==> src/rtl/pwm_peripheral.sv <==
// Drives the 16 user outputs as forced-low, forced-high or a shared 8-bit PWM waveform.
// The duty register is shadowed at each period boundary; enables act immediately.
module pwm_peripheral #(
  parameter int CLK_DIV = 13
) (
  input  logic        clk,
  input  logic        rst_n,
  input  logic [7:0]  en_reg_out_7_0,
  input  logic [7:0]  en_reg_out_15_8,
  input  logic [7:0]  en_reg_pwm_7_0,
  input  logic [7:0]  en_reg_pwm_15_8,
  input  logic [7:0]  pwm_duty_cycle,
  output logic [15:0] out,
  output logic        period_start
);

  localparam int PW = (CLK_DIV > 1) ? $clog2(CLK_DIV) : 1;
  localparam logic [PW-1:0] PRE_MAX = PW'(CLK_DIV - 1);

  logic [PW-1:0] prescaler;
  logic [7:0]    pwm_count;
  logic [7:0]    duty_shadow;
  logic [15:0]   en_out;
  logic [15:0]   en_pwm;
  logic          tick;
  logic          boundary;
  logic          pwm_high;

  assign en_out   = {en_reg_out_15_8, en_reg_out_7_0};
  assign en_pwm   = {en_reg_pwm_15_8, en_reg_pwm_7_0};
  assign tick     = (prescaler == PRE_MAX);
  assign boundary = tick && (pwm_count == 8'hFF);
  // 0xFF is special-cased so full duty never drops low at count 255.
  assign pwm_high = (duty_shadow == 8'hFF) || (pwm_count < duty_shadow);

  // NOTE: every register clears asynchronously; state is updated with <= only so
  // all flops sample the same pre-edge values regardless of statement order.
  always_ff @(posedge clk or negedge rst_n) begin
    if (!rst_n) begin
      prescaler    <= '0;
      pwm_count    <= 8'h00;
      duty_shadow  <= 8'h00;
      period_start <= 1'b0;
      out          <= 16'h0000;
    end else begin
      if (tick) begin
        prescaler <= '0;
        pwm_count <= pwm_count + 8'd1;
      end else begin
        prescaler <= prescaler + PW'(1);
      end
      if (boundary) duty_shadow <= pwm_duty_cycle;
      period_start <= boundary;
      out          <= en_out & (~en_pwm | {16{pwm_high}});
    end
  end

endmodule

==> config.mk <==
export PLATFORM = sky130hd
export DESIGN_NAME = pwm_peripheral
export DESIGN_NICKNAME = d
export VERILOG_FILES = /design/src/rtl/pwm_peripheral.sv
export SDC_FILE = /design/constraint.sdc
export NUM_CORES = 1
export LEC_CHECK = 0
export BUFFER_PORTS_ARGS = -buffer_cell sky130_fd_sc_hd__buf_2
export CORE_ASPECT_RATIO = 1.5
export CORE_MARGIN = 3
export CORE_UTILIZATION = 30
export DETAILED_ROUTE_END_ITERATION = 8
export GPL_TIMING_DRIVEN = 0
export PLACE_DENSITY = 0.6
export SYNTH_ARGS = -nofsm -noshare
export SYNTH_HDL_FRONTEND = slang
export SYNTH_SLANG_ARGS = --single-unit
==> constraint.sdc <==
create_clock -name clk -period 2.38 [get_ports clk]
set_input_delay 0.119 -clock clk [delete_from_list [all_inputs] [get_ports clk]]
set_output_delay 0.119 -clock clk [all_outputs]
set_load 0.02 [all_outputs]
==> results.md <==
- Outcome: finished clean
- Clock Path Buffers: 2
- Startpoint types: register
- Vias in the first global route: 1311
- Worst Setup End Kind: register
- N_diodes: 0
- P_int: 899 µW
- Row cnt: 32
- ANT nets after route: 0
- Largest vdd supply drop: 0.276 mV
- Crit path required time: 2.55 ns
- Critical path peak fanout: 10
- Worst Hold Class: input pin to register
- Sw power: 265 µW
- Pin count of the biggest net entering global routing: 38
- Clk slew on worst S/H paths: 0.07 ns
- Core footprint: 0.00529 mm²
- Clock share of power: 35.5%
- PD cells: 516 mW/mm²
- Fin util: 42.7%
- Cts hold-fix bufs: 10
- Min setup slack post-route: 0.406 ns
- Synthesis Warnings: 0
- Layout cells sized above 1: 44.8%
- Crit Path Category: register to register
- Slew at the pin with the worst max-slew slack: 0.828 ns
- Die X: 67.2 µm
- Max frequency: 507 MHz
- Crit path DAT: 2.14 ns
- Final setup viols: 0
- Final WL: 3560 µm
- P&R area growth vs syn: 33.7%
- Drt wl/cell: 13.1 µm
- FILL cells: 500
- Leading cell type in the layout, fill and taps excluded: buf_2
- GRT Overall Usage: 12.0%
- GPL Wtd Cong: 0.686
- Num CTS Buffers: 5
- Post-Layout Cell Count: 271
- Seq pwr share: 55.4%
- Post-DP HPWL: 2670 µm
- Synthesized area: 0.00169 mm²
- Root buf cell: clkbuf_8
- Slew margin rel.: 44.8%
- Routed vias: 1207
- I/O pin cnt: 59
- Sink Count: 37
- Crit-path slowest cell: o32ai_2
- Nets@finish: 254
- Grt ovf: 0
- Seq/Total Area, Yosys: 54.9%
- Setup bufs post-CTS: 0
- Seq. cell area: 926 µm²
- Mean Syn Cell Area: 13.4 µm²
- Initial antenna violation count: 0
- Total power: 1160 µW
- Placement-stage worst setup slack: 0.391 ns
- Ys async rst share: 100%
- Post-cts resize count: 0
- Synth Flop Type: dfrtp_1
- Post-synth EDFFs: 0
- FF+latch count, synth: 37
- Number of I/O port buffers: 58
- H-tree levels: 2
- Crit-path cells: ha_1 -> and4_1 -> o21ai_1 -> o32ai_2 -> buf_6 -> a21boi_2
- Detailed Route Iter0 Violations: 21
- Initial core utilization: 31.9%
- Fin. max-slew vios: 0
- Vias per cell: 4.45
- Multi-input combinational cell area: 702 µm²
- DRC: 0
- Max capacitance violation total: 0
- DP Cell Count: 252
- Syn nets: 178
- Most frequent cells in the layout: 58 x buf_2, 37 x dfrtp_1, 11 x dlygate4sd3_1
- First-pass GRT wire length: 5980 µm
- Largest stage delay on the critical path: 0.52 ns
- Count of mapped cells out of synthesis: 126
- Die ar.: 0.00658 mm²
- Die Y-Extent: 97.9 µm
- Clk_skew: 0.00658 ns
- Netlist cell types: 28
- Switching Fraction: 22.7%
- TritonCTS clock tree: yes
- Worst-Skew Late Latency: 0.28 ns
- Period Utilization, post-route: 83.0%
- Comb power frac: 9.0%
- TritonRoute pass-1 iters: 4
- Post-route minimum period: 1.97 ns
- Hold Vio Cnt, Final: 0
- P_leak: 0.00113 µW
- Setup TNS: 0 ns
- RSZ-0062 raised after global routing: no
## kinds of logic after synthesis
family | after synthesis | synth area share, %
XOR/XNOR | 8 | 4.15
AND/OR/NAND/NOR | 25 | 9.56
AO/OA/AOI/OAI | 26 | 15.1
buffers and inverters | 12 | 3.56
adder cells (fa/ha/maj) | 10 | 7.41
flip-flops | 37 | 54.9
multiplexers | 8 | 5.34
## worst max-delay path, delay by kind of cell, from the launching register on
family	cells	cell delay, ns
flops	1	0.44
simple gates	1	0.19
fa+ha+maj	1	0.32
buf+inv	1	0.25
compound gates	3	0.66
## cell usage after synthesis (2+ instances only)
cell | instances | area share (%)
nand4_1 | 5 | 1.9
ha_1 | 10 | 7.4
inv_1 | 10 | 2.2
xnor2_1 | 7 | 3.6
dfrtp_1 | 37 | 55
nor2_1 | 5 | 1.1
mux2_2 | 8 | 5.3
a21oi_1 | 2 | 0.59
nand2_1 | 8 | 1.8
buf_6 | 2 | 1.3
a21boi_0 | 6 | 2.7
a21boi_2 | 10 | 6.7
## area by class of cell
cell class / instances / area share [%]
buffer: 2 / 0.998
clock buffer: 6 / 3.22
clock inverter: 2 / 0.444
inverter: 10 / 1.66
multi-input combinational: 77 / 31.1
sequential: 37 / 41.0
tap: 68 / 3.77
timing repair buffer: 69 / 17.7
## path summary, 6_finish.rpt
| kind | startpoint | end | slack (ns) | depth (start not counted) |
|---|---|---|---|---|
| worst max-delay path | pwm_count[5]$_DFFE_PN0P_ | out[5]$_DFF_PN0_ | 0.41 | 6 |
| worst min-delay path | en_reg_pwm_7_0[2] | out[2]$_DFF_PN0_ | 0.008 | 2 |
| worst max register to register | pwm_count[5]$_DFFE_PN0P_ | out[5]$_DFF_PN0_ | 0.41 | 6 |
| worst min register to register | prescaler[0]$_DFF_PN0_ | prescaler[0]$_DFF_PN0_ | 0.48 | 1 |
| max in group asynchronous | rst_n | out[14]$_DFF_PN0_ | 1.39 | 2 |
| min in group asynchronous | rst_n | duty_shadow[6]$_DFFE_PN0P_ | 0.47 | 2 |
## power groups by stage
stage | Sequential (µW) | Clock, µW | Combinational, µW
after global placement | 657 | 0 | 91.7
final | 645 | 413 | 105
after global routing | 646 | 463 | 116
after CTS | 645 | 434 | 106
after detailed placement | 657 | 0 | 93.2
after floorplan | 676 | 0 | 12.6
## flip-flops by register name, indices dropped and copies added (netlist names)
name,count
out,16
prescaler,4
pwm_count,8
duty_shadow,8
period_start,1
## metal layers
layer  track usage (%)  part of all wire, %  wire length [µm]
met2              21.7                   56              1980
met1              12.0                   37              1300
met5                 0                    0                 0
met4              6.09                  2.7                95
met3              3.45                  5.0               177
## stage by stage
stage,area (µm²),hold slack [ns]
6_report,2260,0.00828
5_1_grt,2260,0.00743
4_1_cts,2250,0.000981
3_5_place_dp,2060,0.272
3_3_place_gp,2060,0.264
2_1_floorplan,1690,-0.177
No activity file was read; power rests on OpenSTA's default activity.
